<file path="src/rtl/ex2_operand_loader.sv">
// Byte-stream front end for the Ex2 stage: assembles a 5-byte command frame,
// publishes operands atomically, then fires the enables one cycle later.
module ex2_operand_loader #(
    parameter int unsigned TIMEOUT = 16
) (
    input  logic        clk,
    input  logic        rst_n,
    input  logic [7:0]  in_data_i,
    input  logic        in_valid_i,
    output logic        in_ready_o,
    output logic [7:0]  a_o,
    output logic [7:0]  b_o,
    output logic [15:0] c_o,
    output logic        sel_ab_o,
    output logic        sel_c_o,
    output logic        sel_minmax_o,
    output logic        comp_en_o,
    output logic        minmax_en_o,
    output logic        frame_done_o,
    output logic        frame_err_o,
    output logic [7:0]  frame_cnt_o
);

    typedef enum logic [2:0] {S_IDLE, S_LOAD, S_COMMIT, S_SETTLE, S_FIRE} state_t;

    state_t          state_q, state_d;
    logic [4:0]      ctrl_q, ctrl_d;
    logic [1:0]      byte_cnt_q, byte_cnt_d;
    logic [3:0][7:0] shadow_q, shadow_d;
    logic [7:0]      idle_timer_q, idle_timer_d;
    logic            in_ready_q, in_ready_d;
    logic [7:0]      a_q, a_d, b_q, b_d;
    logic [15:0]     c_q, c_d;
    logic            sel_ab_q, sel_ab_d, sel_c_q, sel_c_d, sel_mm_q, sel_mm_d;
    logic            comp_en_q, comp_en_d, minmax_en_q, minmax_en_d;
    logic            done_q, done_d, err_q, err_d;
    logic [7:0]      frame_cnt_q, frame_cnt_d;

    logic accept;
    logic timeout_hit;

    assign accept      = in_valid_i & in_ready_q;
    // Abort on the edge where the idle count would reach TIMEOUT.
    assign timeout_hit = (TIMEOUT != 0) &&
                         (({1'b0, idle_timer_q} + 9'd1) == 9'(TIMEOUT));

    always_comb begin
        state_d      = state_q;
        ctrl_d       = ctrl_q;
        byte_cnt_d   = byte_cnt_q;
        shadow_d     = shadow_q;
        idle_timer_d = idle_timer_q;
        a_d          = a_q;
        b_d          = b_q;
        c_d          = c_q;
        sel_ab_d     = sel_ab_q;
        sel_c_d      = sel_c_q;
        sel_mm_d     = sel_mm_q;
        comp_en_d    = 1'b0;
        minmax_en_d  = 1'b0;
        done_d       = 1'b0;
        err_d        = 1'b0;
        frame_cnt_d  = frame_cnt_q;
        unique case (state_q)
            S_IDLE: begin
                idle_timer_d = '0;
                if (accept) begin
                    if (in_data_i[7]) begin
                        ctrl_d     = in_data_i[4:0];
                        byte_cnt_d = '0;
                        state_d    = S_LOAD;
                    end else begin
                        err_d = 1'b1;
                    end
                end
            end
            S_LOAD: begin
                if (accept) begin
                    shadow_d[byte_cnt_q] = in_data_i;
                    byte_cnt_d           = byte_cnt_q + 2'd1;
                    idle_timer_d         = '0;
                    if (byte_cnt_q == 2'd3) state_d = S_COMMIT;
                end else if (timeout_hit) begin
                    state_d      = S_IDLE;
                    err_d        = 1'b1;
                    idle_timer_d = '0;
                    byte_cnt_d   = '0;
                    shadow_d     = '0;
                end else begin
                    idle_timer_d = idle_timer_q + 8'd1;
                end
            end
            S_COMMIT: begin
                a_d      = shadow_q[0];
                b_d      = shadow_q[1];
                c_d      = {shadow_q[3], shadow_q[2]};
                sel_ab_d = ctrl_q[2];
                sel_c_d  = ctrl_q[3];
                sel_mm_d = ctrl_q[4];
                state_d  = S_SETTLE;
            end
            S_SETTLE: begin
                comp_en_d   = ctrl_q[0];
                minmax_en_d = ctrl_q[1];
                done_d      = 1'b1;
                frame_cnt_d = frame_cnt_q + 8'd1;
                state_d     = S_FIRE;
            end
            S_FIRE:  state_d = S_IDLE;
            default: state_d = S_IDLE;
        endcase
        in_ready_d = (state_d == S_IDLE) || (state_d == S_LOAD);
    end

    always_ff @(posedge clk) begin
        if (!rst_n) begin
            state_q      <= S_IDLE;
            ctrl_q       <= '0;
            byte_cnt_q   <= '0;
            shadow_q     <= '0;
            idle_timer_q <= '0;
            in_ready_q   <= 1'b0;
            a_q          <= '0;
            b_q          <= '0;
            c_q          <= '0;
            sel_ab_q     <= 1'b0;
            sel_c_q      <= 1'b0;
            sel_mm_q     <= 1'b0;
            comp_en_q    <= 1'b0;
            minmax_en_q  <= 1'b0;
            done_q       <= 1'b0;
            err_q        <= 1'b0;
            frame_cnt_q  <= '0;
        end else begin
            state_q      <= state_d;
            ctrl_q       <= ctrl_d;
            byte_cnt_q   <= byte_cnt_d;
            shadow_q     <= shadow_d;
            idle_timer_q <= idle_timer_d;
            in_ready_q   <= in_ready_d;
            a_q          <= a_d;
            b_q          <= b_d;
            c_q          <= c_d;
            sel_ab_q     <= sel_ab_d;
            sel_c_q      <= sel_c_d;
            sel_mm_q     <= sel_mm_d;
            comp_en_q    <= comp_en_d;
            minmax_en_q  <= minmax_en_d;
            done_q       <= done_d;
            err_q        <= err_d;
            frame_cnt_q  <= frame_cnt_d;
        end
    end

    assign in_ready_o   = in_ready_q;
    assign a_o          = a_q;
    assign b_o          = b_q;
    assign c_o          = c_q;
    assign sel_ab_o     = sel_ab_q;
    assign sel_c_o      = sel_c_q;
    assign sel_minmax_o = sel_mm_q;
    assign comp_en_o    = comp_en_q;
    assign minmax_en_o  = minmax_en_q;
    assign frame_done_o = done_q;
    assign frame_err_o  = err_q;
    assign frame_cnt_o  = frame_cnt_q;

endmodule

</file>
<file path="config.mk">
export PLATFORM = sky130hd
export DESIGN_NAME = ex2_operand_loader
export DESIGN_NICKNAME = d
export VERILOG_FILES = /design/src/rtl/ex2_operand_loader.sv
export SDC_FILE = /design/constraint.sdc
export NUM_CORES = 1
export LEC_CHECK = 0
export CORE_ASPECT_RATIO = 0.7
export CORE_MARGIN = 10
export CORE_UTILIZATION = 40
export DETAILED_ROUTE_END_ITERATION = 10
export GPL_TIMING_DRIVEN = 1
export HOLD_SLACK_MARGIN = 0.03
export MAX_ROUTING_LAYER = met4
export SETUP_SLACK_MARGIN = 0.4
export SLEW_MARGIN = 25
export SYNTH_ARGS = -nofsm -noshare
export SYNTH_HDL_FRONTEND = slang
export SYNTH_SLANG_ARGS = --single-unit
</file>
<file path="constraint.sdc">
create_clock -name clk -period 3.4 [get_ports clk]
set_clock_uncertainty 0.05 [all_clocks]
set_input_delay 1.02 -clock clk [delete_from_list [all_inputs] [get_ports clk]]
set_output_delay 1.02 -clock clk [all_outputs]
set_load 0.05 [all_outputs]
</file>
# Yosys cells after proc, flatten, opt, wreduce, memory -nomap -nowiden
# Cells that the tools add are included.
[op_classes]
n_mux = 25
reduce_logical = 10
add_sub_neg = 4
n_shift = 0
mul = 0
bitwise = 1
eq_ne = 9
div_mod_pow = 0
n_lt_le_gt_ge = 2
[op_table]
columns = ["operator", "count"]
rows = [
  ["$mux 32", 2],
  ["$bwmux 32", 1],
  ["$mux 8", 3],
  ["$add 8x1->8 const B", 2],
  ["$demux 8 s2", 1],
  ["$pmux 8 s2", 1],
  ["$mux 3", 5],
  ["$pmux 3 s4", 1],
  ["$add 8x1->9 const B", 1],
  ["$eq 9x5->1 const B", 1],
  ["$mux 2", 4],
  ["$eq 3x1->1 const B", 2],
  ["$eq 3x2->1 const B", 2],
  ["$logic_not 3->1", 2],
  ["$mux 1", 5],
  ["$ne 2x2->1 const B", 2],
  ["$pmux 2 s2", 1],
  ["$reduce_and 2->1", 2],
  ["$reduce_and 4->1", 1],
  ["$reduce_bool 2->1", 2],
  ["$lt 2x3->1 const B", 1],
  ["$ne 3x3->1 const B", 1],
  ["$reduce_and 3->1", 1],
  ["$add 2x1->2 const B", 1],
  ["other kinds (6)", 6],
]
[word_totals]
mem_bits_ro = 0
ramBits = 0
input_bits = 11
latch_bits = 0
memories = 0
register_bits = 98
elab_cells = 71

# Logic depth before layout (Yosys ltp)
[depth]
word_depth = 7
ltp_mapped = 7
mapped_depth_nobuf = 6

# Least setup slack after synthesis
# Ideal clock, no wire load.
[synth_timing]
path_type = "input port to flip-flop"
startpoint = "input in_valid_i"
endpoint = "register byte_cnt_q[0]"
setup_ns = 0.125
required_ns = 3.225
path_slack_ns = 1.114
path_buffers = 1
arrival_ns = 2.111
stages = 6
path_cell_list = "nand2_1 -> or4_1 -> buf_2 -> and3b_1 -> nand2_1 -> o22ai_1"
[synth_via]
elab_chain_cells = 3
[synth_lines]
columns = ["item", "line_no", "text"]
rows = [
  ["from (decl)", "9", "input logic in_valid_i,"],
  ["$and 1x1->1 (*)", "42", "assign accept = in_valid_i & in_ready_q;"],
  ["$ne 3x3->1 (no source line) (tied with other cells)", "--", ""],
  ["$reduce_and 4->1 (no source line) or $pmux 2 s2 (tied branches)", "--", ""],
  ["to (signal assigned)", "137", "byte_cnt_q <= byte_cnt_d;"],
  ["to (decl)", "28", "logic [1:0] byte_cnt_q, byte_cnt_d;"],
]
# Every way passes the cells marked *; elsewhere a longest branch is shown, timed or not.
# A chain may end at the register's enable or synchronous reset.

# Worst setup path in the final report
[layout_timing]
startpoint = "register frame_cnt_q[2] (netlist: frame_cnt_o[2])"
endpoint = "output frame_cnt_o[2]"
[layout_lines]
columns = ["item", "line_no", "text"]
rows = [
  ["from (decl)", "37", "logic [7:0] frame_cnt_q, frame_cnt_d;"],
  ["from (signal assigned)", "151", "frame_cnt_q <= frame_cnt_d;"],
  ["to (decl)", "21", "output logic [7:0] frame_cnt_o"],
]
# No word-level cell between the ends.

==> flow_metrics.env <==
export IMPL_end_kind="primary output"
export IMPL_clk_path_buf_depth=2
export IMPL_cts_tree="yes"
export IMPL_p_leak_nw=1.719
export IMPL_drv_cap=0
export IMPL_cts_setup_buffers=0
export IMPL_intPower_w=0.001848
export IMPL_power_density_nw_per_um2=472.2
export IMPL_async_flop_share_pct=0
export IMPL_min_path_type="reg -> reg"
export IMPL_synth_seq_area_share_pct=49.75
export IMPL_setup_worst_path_start="frame_cnt_o[2]"
export IMPL_routed_wl_um=9239
export IMPL_power_frac_seq_pct=50.0
export IMPL_start_kind="flip-flop"
export IMPL_power_switching_w=0.0004724
export IMPL_ir_drop_mv=0.2617
export IMPL_fillers=878
export IMPL_cts_resized=0
export IMPL_seqCellArea_um2=1962
export IMPL_p_comb_share_pct=3.4
export IMPL_grt_max_degree=40
export IMPL_yosysWarningCount=0
export IMPL_worstPathArrival_ps=1590
export IMPL_first_global_vias=2952
export IMPL_crit_path_max_incr_delay_ps=840
export IMPL_worst_r2r_path_depth=7
export IMPL_vias_per_cell=5.036
export IMPL_synthCells=436
export IMPL_io_pins=59
export IMPL_r2r_start="idle_timer_q[0]"
export IMPL_vias=3087
export IMPL_period_minus_slack_ps=2664
export IMPL_pwr_share_clk_pct=46.6
export IMPL_crit_cells=1
export IMPL_final_core_util_pct=50.93
export IMPL_initial_core_util_pct=40.88
export IMPL_clkTransAtPathRegs_ps=60
export IMPL_min_from="b_o[2]"
export IMPL_final_common_cell="dfxtp_1"
export IMPL_worstPathCellList="clkdlybuf4s50_1"
export IMPL_fin_crit_sh_pct=78.34
export IMPL_cts_max_level=3
export IMPL_layout_drive_gt1_share_pct=7.216
export IMPL_grt_pass1_wl_um=15360
export IMPL_antenna_found_initial=0
export IMPL_synthToLayoutAreaGrowth_pct=24.59
export IMPL_port_buffers=58
export IMPL_final_cell_count_no_fill=613
export IMPL_drt_initial_drc_count=175
export IMPL_setup_viol=0
export IMPL_gr_total_overflow=0
export IMPL_tightest_slew_ps=715.5
export IMPL_critPathTopFamily="buffers and inverters"
export IMPL_grt_use_total_pct=13.66
export IMPL_drtAntennaViolNets=0
export IMPL_slew_limit_headroom_pct=52.30
export IMPL_synth_ff_type="dfxtp_1"
export IMPL_rsz0062_at_grt="false"
export IMPL_hold_depth=2
export IMPL_critPathKind="reg -> out"
export IMPL_final_cell_mix="dfxtp_1, nand2_1, clkdlybuf4s50_1"
export IMPL_die_area_um2=14290
export IMPL_synth_area_um2=3944
export IMPL_multi_input_area_um2=1818
export IMPL_clock_latency_ps=340
export IMPL_hold_viol_final=0
export IMPL_whs_ps=411.6
export IMPL_p_sw_share_pct=20.36
export IMPL_crit_fanout=5
export IMPL_diodes=0
export IMPL_place_ws_ps=388.8
export IMPL_firstDrtPassIters=4
export IMPL_synthesis_nets=454
export IMPL_routedWlPerCell_um=15.07
export IMPL_fmax_ghz=0.3754
export IMPL_core_area_um2=9647
export IMPL_synth_distinct_cells=49
export IMPL_avgSynthCellArea_um2=9.045
export IMPL_slowest_stage="clkdlybuf4s50_1"
export IMPL_required_ps=2330
export IMPL_cts_sinks=98
export IMPL_ys_ff_latch=98
export IMPL_holdBufCountCts=0
export IMPL_layout_nets=498
export IMPL_status="finished, final reports clean"
export IMPL_place_congestion=0.7944
export IMPL_row_count=30
export IMPL_die_y_um=103.1
export IMPL_cts_made_buffers=9
export IMPL_fin_tns_setup_ps=0
export IMPL_drc=0
export IMPL_report_final_slew_viol_count=0
export IMPL_cts_root_buf="clkbuf_16"
export IMPL_synth_edf_count=0
export IMPL_setup_ws_ps=736.5
export IMPL_placed_cells=597
export IMPL_dpl_hpwl_um=6252
export IMPL_dieWidth_um=138.7
export IMPL_crit_buf_inv=1
-- cell type report --
cell class	instances	share of cell area [%]
clock inverters	5	1.579
inverters	4	0.3056
repair buffers	63	12.99
multi-input cells	304	37.00
well taps	128	3.259
flip-flops and latches	98	39.93
clock buffers	11	4.940
-- logic make-up after synthesis --
family                   Yosys count  share of synthesized area (%)
adder cells (fa/ha/maj)            7                          2.221
AO/OA/AOI/OAI                     90                          16.34
AND/OR/NAND/NOR                  192                          23.95
XOR/XNOR                           9                          1.999
flip-flops                        98                          49.75
multiplexers                       6                          1.523
buffers and inverters             34                          4.219
-- cell usage after synthesis (2+ instances only) --
master	n	area [um2]
o211a_1	2	20.02
and3b_1	2	17.52
nand4_1	5	31.28
nand3_1	41	205.2
xor2_1	3	26.28
o21ai_0	7	35.03
o211ai_1	2	15.01
ha_1	7	87.58
mux2i_1	6	60.06
and2_1	11	68.82
o22ai_1	31	193.9
nor2b_1	7	43.79
nand2b_1	2	12.51
nor2_1	4	15.01
and3_1	5	31.28
buf_2	4	20.02
clkbuf_1	20	75.07
or2_2	3	18.77
o22ai_2	2	25.02
a21boi_0	37	277.8
a21oi_1	2	10.01
nand2_1	96	360.4
buf_6	4	45.04
xnor2_1	6	52.55
nand4b_1	3	26.28
inv_1	4	15.01
dfxtp_1	98	1962
-- per-stage QoR --
stage	area [um2]	total power (W)
final	4913	0.002320
after floorplan	3944	0.001230
after global routing	4913	0.002400
after detailed placement	4593	0.001264
after CTS	4913	0.002352
after global placement	4593	0.001263
-- worst min-delay path, stage by stage (launching register included) --
cell      delay [ps]
dfxtp_1          310
nand2_1           50
a21boi_0          60
-- state kept, by name (all words and copies together) (netlist names), 2 cells and up --
signal        count
shadow_q         32
ctrl_q            5
a_o               8
c_o              16
b_o               8
idle_timer_q      8
frame_cnt_o       8
byte_cnt_q        2
state_q           3
-- power by group through the flow --
stage / Sequential (W) / Clock (W) / Combinational (W)
floorplan: 0.00119 / 0 / 0.0000436
global placement: 0.00118 / 0 / 0.0000782
detailed placement: 0.00118 / 0 / 0.0000793
CTS: 0.00116 / 0.00111 / 0.0000797
global route: 0.00116 / 0.00115 / 0.0000859
finish: 0.00116 / 0.00108 / 0.0000792
-- final timing paths --
kind | endpoint | slack, ps
worst max register to register | shadow_q[30] | 1190
worst max-delay path | frame_cnt_o[2] | 740
worst min register to register | b_o[2] | 410
worst min-delay path | b_o[2] | 410
-- layer usage --
layer | track usage, % | wire length (um)
met1 | 18.00 | 4773
met2 | 18.90 | 3864
met3 | 4.740 | 534
met4 | 4.956 | 68
met5 | - | 0
Power figures use the tool's default switching activity.
==> edit, RTL diff (same settings) <==
The output `frame_err_o` loses its register stage (`err_q` becomes a continuous assignment).
--- a/src/rtl/ex2_operand_loader.sv
+++ b/src/rtl/ex2_operand_loader.sv
@@ -131,3 +131,2 @@
             done_q       <= 1'b0;
-            err_q        <= 1'b0;
             frame_cnt_q  <= '0;
@@ -149,3 +148,2 @@
             done_q       <= done_d;
-            err_q        <= err_d;
             frame_cnt_q  <= frame_cnt_d;
@@ -153,2 +151,4 @@
     end
+
+    assign err_q = err_d;
 
Behaviour: not the same (a bounded check fails within 4 cycles, from zero or initial values and one cycle with rst_n low).
==> edit against the original RTL <==
- setup slack got worse by 0.47 ns
- final area rose by 1.3%
- synthesized area fell by 0.76%
- sequential cell count decreased by 1
- routed wire length is 10% higher
- combinational power grew 16%
- first-iteration DRC count is 22% higher
- total power fell by 6.8%
- synthesized cell count grew 2.1%
- register-to-register slack worse by 0.27 ns
- critical path type unchanged
- largest power group unchanged
- highest routed layer unchanged
==> edit: results (changes against the original RTL) <==
Outcome
  • Outcome: finished clean

Power and ir drop
  • Switching Power: 0.477 mW (+1.0%)
  • Pwr dens: 434 nW/µm² (-8.1%)
  • Clock Power: 0.922 mW (-15%)
  • Comb power frac: 4.2% (+0.8 points)
  • Peak VDD IR: 0.251 mV (-3.9%)
  • LEAKAGE: 1.73 nW (+0.39%)

Global route
  • Vias in the first global route: 3260 (+10%)
  • Total GRT Usage: 14.7% (+1.0 points)
  • Routing usage on met1: 19.6% (+1.6 points)
  • Met3 GRT Util: 4.23% (-0.51 points)
  • Global-route met2 utilization: 21.2% (+2.3 points)
  • Initial antenna violation count: 0 (unchanged)
  • First-pass GRT wire length: 16.8 mm (+9.1%)
  • Pin count of the biggest net entering global routing: 43 (+7.5%)

Setup path
  • Critical Path AT: 2.06 ns (+0.47 ns)
  • CP endpoint: frame_err_o
  • Setup Crit Path Kind: register to primary output
  • Worst R2R Start: idle_timer_q[0]
  • R2r setup slk: 0.92 ns (-0.27 ns)
  • FF-to-FF path depth: 7 (unchanged)
  • Reg2reg end: shadow_q[13]
  • Crit-path max FO: 8 (+3)

Placed design
  • DP HPWL: 6.88 mm (+10%)
  • GP Congestion: 0.822 (+3.5%)
  • Port buffer count: 58 (unchanged)

Yosys
  • Synth warnings: 0 (unchanged)
  • Top cells by area, synth: dfxtp_1 (50%), nand2_1 (8.1%), mux2i_1 (5.9%)
  • Yosys cell types: 48 (-2.0%)
  • Commonest cells in the netlist: dfxtp_1 (97), nand2_1 (84), nor2_1 (40)
  • Register area share after synthesis: 49.6% (-0.13 points)
  • Top_reg_cell synth: dfxtp_1
  • Synth async-reset ratio: 0% (unchanged)
  • Synth Net Count: 463 (+2.0%)

Clock tree
  • Clock Tree Buf Depth: 2 (unchanged)
  • Clock Tree Root: clkbuf_16
  • Clk_lat worst skew: 0.34 ns (about the same)
  • PostCTS Resize Cnt: 16 (+16)
  • Clock-pin slew on the worst setup and hold paths: 0.06 ns (about the same)
  • Inserted Clock Buffers: 9 (unchanged)
  • Setup repair bufs after CTS: 3 (+3)
  • H-Tree Depth: 3 (unchanged)

Route
  • Iter 0 DRT Violations: 214 (+22%)
  • Vias post-DR: 3371 (+9.2%)
  • Pre-antenna DRT Iters: 5 (+1)
  • WL/cell: 16.2 µm (+7.6%)

Layout
  • Biggest register: shadow_q
  • Nets: 515 (+3.4%)
  • Fraction of layout cells with a size suffix above 1: 9.78% (+2.6 points)
  • Max reg flops: 32 (unchanged)
  • Ant diodes: 0 (unchanged)
  • Fillcell total: 935 (+6.5%)

Hold path
  • Tightest Hold Check Type: register to register
  • Hold endpoint: b_o[2]
  • Hold path depth: 2 (unchanged)
  • Hold path startpoint: b_o[2]

Timing
  • Slew headroom: 46.8% (-5.5 points)
==> edit: layer usage <==
layer,part of all wire (%),up-vias
li1,-,1656
met1,49,1597
met2,43,104
met3,6.3,14
met4,1.1,0
met5,0,-
==> edit: cell families after synthesis <==
kind of cell	count (synthesis)	share of synthesized area, %
AO/OA/AOI/OAI	89	14.9
XOR/XNOR	8	1.79
adder cells (fa/ha/maj)	7	2.24
buffers and inverters	33	3.84
flip-flops	97	49.6
multiplexers	23	5.88
AND/OR/NAND/NOR	188	21.7
==> edit: per-stage QoR <==
| stage | cells | hold slack, ns | worst slack [ns] | cell area [µm²] | util (%) |
|---|---|---|---|---|---|
| finish | 629 | 0.403 | 0.266 | 4980 | 51.8 |
| global route | 629 | 0.424 | 0.171 | 4980 | 51.8 |
| CTS | 629 | 0.405 | 0.248 | 4980 | 51.8 |
| detailed placement | 611 | 0.396 | 0.0907 | 4630 | 48.2 |
| global placement | 611 | 0.388 | 0.0803 | 4630 | 48.2 |
| floorplan | 445 | 0.381 | 0.349 | 3960 | - |
==> edit: cell type report <==
| type | instances | area (µm²) | share of cell area [%] |
|---|---|---|---|
| inverter | 4 | 15.0 | 0.302 |
| timing repair buffer | 70 | 679 | 13.6 |
| clock buffer | 13 | 250 | 5.03 |
| clock inverter | 2 | 12.5 | 0.251 |
| sequential | 97 | 1960 | 39.4 |
| multi-input combinational | 315 | 1900 | 38.1 |
| tap | 128 | 160 | 3.22 |
==> edit: worst max-delay path: stages, from the launching register on <==
cell      delay (ns)
dfxtp_4         0.39
ha_4            0.17
and3_4          0.19
mux2i_2         0.16
a311oi_4        0.33
a31oi_4         0.14
nor3_4          0.18
buf_12          0.16
